## src/rtl/puf_crp_sequencer_pkg.sv

```systemverilog
// puf_crp_sequencer_pkg
//   Shared definitions for the PUF challenge-response sequencer:
//   the 3-bit FSM state encoding, default challenge/response widths
//   and the width of the per-bit vote accumulators.
//   No ports (package).
package puf_crp_sequencer_pkg;

  typedef enum logic [2:0] {
    ST_IDLE    = 3'd0,
    ST_EVAL    = 3'd1,
    ST_SAMPLE  = 3'd2,
    ST_RELAX   = 3'd3,
    ST_VOTE    = 3'd4,
    ST_SEND    = 3'd5,
    ST_WAIT_TX = 3'd6
  } state_t;

  localparam int CW_DEFAULT = 16;
  localparam int RW_DEFAULT = 16;

  // Four bits hold counts up to 15, enough for the largest legal NEVAL.
  localparam int ACC_W = 4;

endpackage

```

## src/rtl/puf_crp_sequencer_majority_vote_acc.sv

```systemverilog
// puf_crp_sequencer_majority_vote_acc
//   One ACC_W-bit counter per response bit. Counts how many evaluations
//   returned a 1 for that bit and produces a combinational majority vote.
//   Ports:
//     i_clk, i_rst_n  clock, asynchronous active-low reset
//     i_clr           zero all accumulators (wins over i_add)
//     i_add           add i_bits into the accumulators this cycle
//     i_bits          RW sampled PUF response bits
//     o_vote          bit i is 1 when 2*acc[i] > NEVAL
module puf_crp_sequencer_majority_vote_acc
  import puf_crp_sequencer_pkg::*;
#(
  parameter int RW    = RW_DEFAULT,
  parameter int NEVAL = 5
) (
  input  logic          i_clk,
  input  logic          i_rst_n,
  input  logic          i_clr,
  input  logic          i_add,
  input  logic [RW-1:0] i_bits,
  output logic [RW-1:0] o_vote
);

  localparam int VW = ACC_W + 1;

  logic [ACC_W-1:0] r_acc [RW];

  always_ff @(posedge i_clk or negedge i_rst_n) begin
    if (!i_rst_n) begin
      for (int i = 0; i < RW; i++) r_acc[i] <= '0;
    end else if (i_clr) begin
      for (int i = 0; i < RW; i++) r_acc[i] <= '0;
    end else if (i_add) begin
      for (int i = 0; i < RW; i++) r_acc[i] <= r_acc[i] + ACC_W'(i_bits[i]);
    end
  end

  // Doubling the count avoids a division: majority means 2*acc > NEVAL.
  always_comb begin
    o_vote = '0;
    for (int i = 0; i < RW; i++) begin
      o_vote[i] = ({r_acc[i], 1'b0} > VW'(NEVAL));
    end
  end

endmodule

```

## src/rtl/puf_crp_sequencer.sv

```systemverilog
// puf_crp_sequencer
//   Sequences one challenge-response transaction of the arbiter PUF:
//   latch challenge, run NEVAL timed evaluations (SETTLE cycles enabled,
//   one sample cycle, RELAX cycles disabled between them), majority-vote
//   the response bits, hand the word to the UART transmitter and wait.
//   Ports:
//     i_clk, i_rst_n    clock, asynchronous active-low reset
//     i_ch_valid        one-cycle pulse, i_ch_data valid
//     i_ch_data         Gray-coded challenge word
//     o_puf_challenge   registered challenge driven into the PUF
//     o_puf_en          PUF launch/enable
//     i_puf_response    arbiter outputs
//     o_tx_data         voted response word
//     o_tx_start        one-cycle transmit request
//     i_tx_done         one-cycle transmit completion
//     o_busy            high whenever the FSM is not idle
//     o_overrun         sticky: a challenge was dropped
//     i_clr_overrun     clears o_overrun (a simultaneous drop wins)
//     o_crp_count       completed transactions, wraps to zero
module puf_crp_sequencer
  import puf_crp_sequencer_pkg::*;
#(
  parameter int CW     = CW_DEFAULT,
  parameter int RW     = RW_DEFAULT,
  parameter int NEVAL  = 5,
  parameter int SETTLE = 8,
  parameter int RELAX  = 4,
  parameter int CRP_W  = 16
) (
  input  logic             i_clk,
  input  logic             i_rst_n,
  input  logic             i_ch_valid,
  input  logic [CW-1:0]    i_ch_data,
  output logic [CW-1:0]    o_puf_challenge,
  output logic             o_puf_en,
  input  logic [RW-1:0]    i_puf_response,
  output logic [RW-1:0]    o_tx_data,
  output logic             o_tx_start,
  input  logic             i_tx_done,
  output logic             o_busy,
  output logic             o_overrun,
  input  logic             i_clr_overrun,
  output logic [CRP_W-1:0] o_crp_count
);

  localparam int PMAX = (SETTLE > RELAX) ? SETTLE : RELAX;
  localparam int PW   = (PMAX < 2) ? 1 : $clog2(PMAX);

  state_t           r_state;
  logic [PW-1:0]    r_phase;
  logic [ACC_W-1:0] r_eval_cnt;
  logic [CW-1:0]    r_puf_challenge;
  logic             r_puf_en;
  logic [RW-1:0]    r_tx_data;
  logic             r_tx_start;
  logic             r_busy;
  logic             r_overrun;
  logic [CRP_W-1:0] r_crp_count;

  logic             w_accept;
  logic             w_drop;
  logic             w_acc_add;
  logic [RW-1:0]    w_vote;

  assign w_accept  = (r_state == ST_IDLE) && i_ch_valid;
  assign w_drop    = (r_state != ST_IDLE) && i_ch_valid;
  assign w_acc_add = (r_state == ST_SAMPLE);

  puf_crp_sequencer_majority_vote_acc #(
    .RW    (RW),
    .NEVAL (NEVAL)
  ) u_vote (
    .i_clk   (i_clk),
    .i_rst_n (i_rst_n),
    .i_clr   (w_accept),
    .i_add   (w_acc_add),
    .i_bits  (i_puf_response),
    .o_vote  (w_vote)
  );

  // r_phase counts cycles inside EVAL and RELAX; it is zeroed on every
  // entry so each phase lasts exactly SETTLE or RELAX cycles. Outputs are
  // registered alongside the state so they line up with it cycle for cycle.
  always_ff @(posedge i_clk or negedge i_rst_n) begin
    if (!i_rst_n) begin
      r_state         <= ST_IDLE;
      r_phase         <= '0;
      r_eval_cnt      <= '0;
      r_puf_challenge <= '0;
      r_puf_en        <= 1'b0;
      r_tx_data       <= '0;
      r_tx_start      <= 1'b0;
      r_busy          <= 1'b0;
      r_overrun       <= 1'b0;
      r_crp_count     <= '0;
    end else begin
      r_tx_start <= 1'b0;

      if (w_drop) begin
        r_overrun <= 1'b1;
      end else if (i_clr_overrun) begin
        r_overrun <= 1'b0;
      end

      case (r_state)
        ST_IDLE: begin
          if (i_ch_valid) begin
            r_puf_challenge <= i_ch_data;
            r_eval_cnt      <= '0;
            r_phase         <= '0;
            r_puf_en        <= 1'b1;
            r_busy          <= 1'b1;
            r_state         <= ST_EVAL;
          end
        end
        ST_EVAL: begin
          if (r_phase == PW'(SETTLE - 1)) begin
            r_phase <= '0;
            r_state <= ST_SAMPLE;
          end else begin
            r_phase <= r_phase + PW'(1);
          end
        end
        ST_SAMPLE: begin
          r_eval_cnt <= r_eval_cnt + ACC_W'(1);
          r_puf_en   <= 1'b0;
          r_phase    <= '0;
          if (r_eval_cnt == ACC_W'(NEVAL - 1)) begin
            r_state <= ST_VOTE;
          end else begin
            r_state <= ST_RELAX;
          end
        end
        ST_RELAX: begin
          if (r_phase == PW'(RELAX - 1)) begin
            r_phase  <= '0;
            r_puf_en <= 1'b1;
            r_state  <= ST_EVAL;
          end else begin
            r_phase <= r_phase + PW'(1);
          end
        end
        ST_VOTE: begin
          r_tx_data  <= w_vote;
          r_tx_start <= 1'b1;
          r_state    <= ST_SEND;
        end
        ST_SEND: begin
          r_state <= ST_WAIT_TX;
        end
        ST_WAIT_TX: begin
          if (i_tx_done) begin
            r_crp_count <= r_crp_count + CRP_W'(1);
            r_busy      <= 1'b0;
            r_state     <= ST_IDLE;
          end
        end
        default: begin
          r_puf_en <= 1'b0;
          r_busy   <= 1'b0;
          r_state  <= ST_IDLE;
        end
      endcase
    end
  end

  assign o_puf_challenge = r_puf_challenge;
  assign o_puf_en        = r_puf_en;
  assign o_tx_data       = r_tx_data;
  assign o_tx_start      = r_tx_start;
  assign o_busy          = r_busy;
  assign o_overrun       = r_overrun;
  assign o_crp_count     = r_crp_count;

endmodule

```

## config.mk

```make
export PLATFORM = sky130hd
export DESIGN_NAME = puf_crp_sequencer
export DESIGN_NICKNAME = d
export VERILOG_FILES = /design/src/rtl/puf_crp_sequencer_pkg.sv /design/src/rtl/puf_crp_sequencer_majority_vote_acc.sv /design/src/rtl/puf_crp_sequencer.sv
export SDC_FILE = /design/constraint.sdc
export NUM_CORES = 1
export LEC_CHECK = 0
export CORE_ASPECT_RATIO = 0.5
export CORE_MARGIN = 1.5
export CORE_UTILIZATION = 50
export CTS_CLUSTER_DIAMETER = 80
export DETAILED_ROUTE_END_ITERATION = 10
export GPL_TIMING_DRIVEN = 1
export PLACE_DENSITY_LB_ADDON = 0.05
export SLEW_MARGIN = 5
export SYNTH_ARGS = -nofsm -noshare
export SYNTH_HDL_FRONTEND = slang
export SYNTH_SLANG_ARGS = --single-unit
```

## constraint.sdc

```tcl
create_clock -name i_clk -period 2.45 [get_ports i_clk]
set_clock_uncertainty 0.2 [all_clocks]
set_input_delay 0.49 -clock i_clk [delete_from_list [all_inputs] [get_ports i_clk]]
set_output_delay 0.49 -clock i_clk [all_outputs]
set_load 0.05 [all_outputs]
```

# Yosys cells after proc, flatten, opt, wreduce, memory -nomap -nowiden
# Cells that the tools add are included.
dict set report op_classes {
  eq_ne 13
  muxes 22
  n_lt_le_gt_ge 16
  bitwise 2
  n_reduce_logical 17
  add_sub_neg 19
}
# cell n
set op_table {}
lappend op_table {{64-bit 2-to-1 mux} 2}
lappend op_table {{5-bit by 3-bit > comparator with 1-bit output, second input constant} 16}
lappend op_table {{4-bit by 1-bit adder with 4-bit output} 16}
lappend op_table {{3-bit 2-to-1 mux} 8}
lappend op_table {{3-bit case mux with 7 select lines} 1}
lappend op_table {{16-bit by 1-bit adder with 16-bit output, second input constant} 1}
lappend op_table {{3-bit == test, second input constant} 4}
lappend op_table {{3-bit case mux with 4 select lines} 1}
lappend op_table {{3-bit by 2-bit == test with 1-bit output, second input constant} 3}
lappend op_table {{2-bit != test, second input constant} 4}
lappend op_table {{4-bit case mux with 2 select lines} 1}
lappend op_table {{2-bit AND reduction} 4}
lappend op_table {{1-bit 2-to-1 mux} 6}
lappend op_table {{1-bit case mux with 3 select lines} 2}
lappend op_table {{3-bit AND reduction} 2}
lappend op_table {{2-bit nonzero test} 3}
lappend op_table {{5-bit OR reduction} 1}
lappend op_table {{4-bit by 1-bit adder with 4-bit output, second input constant} 1}
lappend op_table {{4-bit by 3-bit == test with 1-bit output, second input constant} 1}
lappend op_table {{4-bit 2-to-1 mux} 1}
lappend op_table {{4-bit AND reduction} 1}
lappend op_table {{4-bit nonzero test} 1}
lappend op_table {{4-bit OR reduction} 1}
lappend op_table {{3-bit by 1-bit adder with 3-bit output, second input constant} 1}
lappend op_table {{other kinds (5)} 7}
dict set report totals {
  regBits 126
  out_inout_bits 52
  wordCells 115
  inputBits 37
}

# Depth between registers and ports, before layout
# Gate-level depths: netlist of the first run.
dict set report logic_depth {
  word_depth 4
  ltp_mapped 6
  depth_no_buf 6
}

# Cells and area by module
# Synthesis of the first run repeated with hierarchy kept, for this count alone.
dict set report unflattened {
  cells_unflattened 515
  area_unflattened_um2 6192.2
}
# module area_each_um2 cells_per_inst n_inst seq_area_each_um2
set modules_own_cells {}
lappend modules_own_cells {puf_crp_sequencer_majority_vote_acc 3524.6 305 1 1601.5}
lappend modules_own_cells {puf_crp_sequencer 2667.6 210 1 1551.5}

# Worst setup path after synthesis of the first run
# No wires, ideal clock.
dict set report synth_timing {
  path_type {reg-to-reg}
  start {register r_crp_count[0], in the netlist o_crp_count[0]}
  end {register r_crp_count[12], in the netlist o_crp_count[12]}
  stages_incl_launch_ff 6
  path_buffers 0
  required_ns 2.109
  path_slack_ns 0.544
  synth_period_minus_slack_ns 1.906
  t_arrival_ns 1.564
  path_cell_list {dfrtp_1 -> ha_1 -> and3_1 -> nor2b_1 -> nand4_1 -> xnor2_1}
}
dict set report synth_between {
  elab_chain_cells 1
}
# item line
set synth_rtl {}
lappend synth_rtl {{from (decl)} puf_crp_sequencer.sv:58} ;# logic [CRP_W-1:0] r_crp_count;
lappend synth_rtl {{from (signal assigned)} puf_crp_sequencer.sv:153} ;# r_crp_count <= r_crp_count + CRP_W'(1);
lappend synth_rtl {{16-bit by 1-bit adder with 16-bit output} puf_crp_sequencer.sv:153}
# Every way passes these cells.
# A chain may end at the register's enable or synchronous reset.

# Worst setup path in the final report of the first run
dict set report layout_timing {
  start {register r_crp_count[2], in the netlist o_crp_count[2]}
  end {output o_crp_count[2]}
}
# item line
set layout_rtl {}
lappend layout_rtl {{to (decl)} puf_crp_sequencer.sv:43} ;# output logic [CRP_W-1:0] o_crp_count
# No word-level cell between the ends.

==> results.json, run 1 <==
{
  "status": "complete, no violations",
  "synth-simple-area-share": 0.151,
  "ir_drop_v": 0.000611,
  "tns_ns": 0,
  "detail-route-antenna-nets": 0,
  "initial_core_util": 0.522,
  "drt_iter0_markers": 189,
  "fin_nets": 719,
  "synthMuxAreaShare": 0.0327,
  "power.density_nw_per_um2": 1130,
  "cts_buffer_depth": 2,
  "synthXorXnorAreaFrac": 0.0718,
  "post-route-min-period_ns": 2.40,
  "cts_tree": "done",
  "cpMaxStageDelayCell": "clkdlybuf4s50_1",
  "grt_pass1_vias": 4222,
  "ys_seq_area_frac": 0.538,
  "rows": 27,
  "synth.most_common_cell": "dfrtp_1",
  "cts_buffers": 17,
  "root_buffer": "clkbuf_16",
  "synth_nets": 628,
  "io_pins": 89,
  "cts_max_level": 4,
  "drv_slew": 0,
  "crit_path_end_kind": "primary output",
  "cp_num_buf_inv": 1,
  "setup_slack_ns": 0.0548,
  "hold_viol": 0,
  "dieArea_um2": 12400,
  "synth_cell_types": 44,
  "worst_pin_slew_ns": 0.571,
  "wl_per_cell_um": 14.1,
  "ys_ff_latch": 126,
  "antenna_found_initial": 0,
  "min_path_type": "flop to flop",
  "synth_compound_area_frac": 0.0895,
  "path_max_fanout": 6,
  "synth_cells": 552,
  "slew_headroom": 0.620,
  "post-place-ws_ns": 0.128,
  "synth_top_family_by_area": "simple AND/OR/NAND/NOR gates",
  "crit_family": "buffers and inverters",
  "die_w_um": 156,
  "gp_congestion": 0.745,
  "synth_area_leaders": "dfrtp_1, ha_1, nand2_1",
  "setup_viol": 0,
  "drc": 0,
  "yosysWarnings": 0,
  "synth_adder_area_share": 0.0833,
  "critPathRequiredTime_ns": 1.76,
  "antenna_cells": 0,
  "num_vias": 4173,
  "arrival_ns": 1.71,
  "power.leakage_nw": 3.41,
  "rsz0062_at_grt": "false",
  "grt_max_degree": 68,
  "cts.sinks": 126,
  "cp_cell_sequence": "clkdlybuf4s50_1",
  "async_flop_share": 1.00,
  "syn_area_um2": 5860,
  "maxCapViolations": 0,
  "yosys.area.top_type": "dfrtp_1",
  "drive_gt1_frac": 0.0991,
  "grt_pass1_wl_mm": 19.7,
  "syn2layout_area_growth_pct": 28.2,
  "postCtsSetupBuffers": 0,
  "worstSetupPathType": "flop to primary output",
  "cts.clk_slew.worst_paths_ns": 0.06,
  "clock.fmax_mhz": 417,
  "synth_common_cells": "dfrtp_1, nand2_1, nor2_1",
  "dp_hpwl_mm": 7.06,
  "vias_per_cell": 5.12,
  "synth_ff_type": "dfrtp_1",
  "fp.dieH_um": 79.5,
  "coreArea_um2": 11200,
  "overflow": 0,
  "wl_mm": 11.5,
  "startpoint_type": "flop",
  "synth.avg_cell_area_um2": 10.6,
  "synth_top_area_share": 0.538,
  "cpPeakStageDelay_ns": 0.84,
  "track_usage": 0.204,
  "port_buffers": 88,
  "period_share": 0.978,
  "dr.pass1.iters": 4,
  "synth-edff-count": 0,
  "clk_latency_ns": 0.41
}
[registers in the layout (all words and copies together) (netlist names)]
| signal | flops |
|---|---|
| u_vote.r_acc | 64 |
| o_crp_count | 16 |
| o_puf_challenge | 16 |
| o_tx_data | 16 |
| r_eval_cnt | 4 |
| r_phase | 3 |
| r_state | 3 |
| o_busy | 1 |
| o_overrun | 1 |
| o_puf_en | 1 |
| o_tx_start | 1 |
[where the power goes]
part | switching [W] | internal [W] | total (W)
logic | 0.00163 | 0.00112 | 0.00275
registers | 0.000555 | 0.00272 | 0.00327
clock network | 0.000940 | 0.00155 | 0.00249
[cells by family after synthesis]
kind of cell	Yosys count
AO/OA/AOI/OAI	90
XOR/XNOR	48
adder cells (fa/ha/maj)	39
buffers and inverters	33
flip-flops	126
multiplexers	17
AND/OR/NAND/NOR	199
[per-stage QoR]
step	hold WS (ns)	area (µm²)	instances	util	power, W
floorplan	-0.00559	5860	552	-	0.00517
finish	0.287	7510	815	0.669	0.00852
global placement	0.278	6900	782	0.616	0.00598
CTS	0.292	7510	815	0.669	0.00863
detailed placement	0.281	6900	782	0.616	0.00607
global route	0.312	7510	815	0.669	0.00904
[path summary, 6_finish.rpt]
path / startpoint / end / slack [ns] / cells past startpoint
max: o_crp_count[2] / o_crp_count[2] / 0.05 / 1
min: o_crp_count[15] / o_crp_count[15] / 0.29 / 1
max reg2reg: r_state[1] / u_vote.r_acc[23] / 0.33 / 5
min reg2reg: o_crp_count[15] / o_crp_count[15] / 0.29 / 1
max in group asynchronous: i_rst_n / o_crp_count[0] / 0.94 / 3
min in group asynchronous: i_rst_n / o_crp_count[3] / 0.39 / 2
[cells in the final DEF (no fill, tap or decap), types with 2 or more instances in the layout]
| master | instances |
|---|---|
| nor3_1 | 2 |
| nand4_1 | 21 |
| clkinv_2 | 3 |
| nand3_1 | 7 |
| xnor2_1 | 11 |
| clkbuf_16 | 17 |
| clkdlybuf4s50_1 | 87 |
| bufinv_16 | 2 |
| o21ai_0 | 10 |
| buf_12 | 5 |
| clkinv_4 | 3 |
| ha_1 | 39 |
| o21ai_1 | 2 |
| mux2_2 | 17 |
| nand2_1 | 97 |
| a21oi_1 | 51 |
| a211oi_1 | 16 |
| dfrtp_1 | 126 |
| inv_1 | 7 |
| buf_4 | 5 |
| clkbuf_8 | 2 |
| nor2_1 | 58 |
| clkinvlp_4 | 4 |
| xor2_1 | 37 |
[per-layer routing]
metal	routed length, µm	part of all wire	GRT usage	vias up
li1	-	-	-	2076
met1	5530	0.48	0.264	2012
met2	5370	0.47	0.337	76
met3	454	0.040	0.0461	9
met4	113	0.0099	0.0771	0
met5	0	0	0	-
[final cells by class]
| cell class | count | area, µm² |
|---|---|---|
| multi-input cells | 393 | 2520 |
| fillers | 910 | 3710 |
| clock inverters | 13 | 140 |
| flip-flops and latches | 126 | 3150 |
| clock buffers | 19 | 453 |
| inverters | 7 | 26.3 |
| well taps | 159 | 199 |
| repair buffers | 98 | 1020 |
[timing repair]
action                                 CTS  global route
hold buffers                             1             0
gates resized for setup                  0             0
endpoints found under the hold margin   30             0
Note: power is estimated with default switching activity, not from simulation.
==> run 2, diff against run 1 <==
--- a/config.mk
+++ b/config.mk
@@ -16,3 +16,4 @@
 export SYNTH_ARGS = -nofsm -noshare
 export SYNTH_HDL_FRONTEND = slang
 export SYNTH_SLANG_ARGS = --single-unit
+export TNS_END_PERCENT = 50
==> results of run 2 <==
No change in the layout: final DEF, timing and power equal those of run 1.
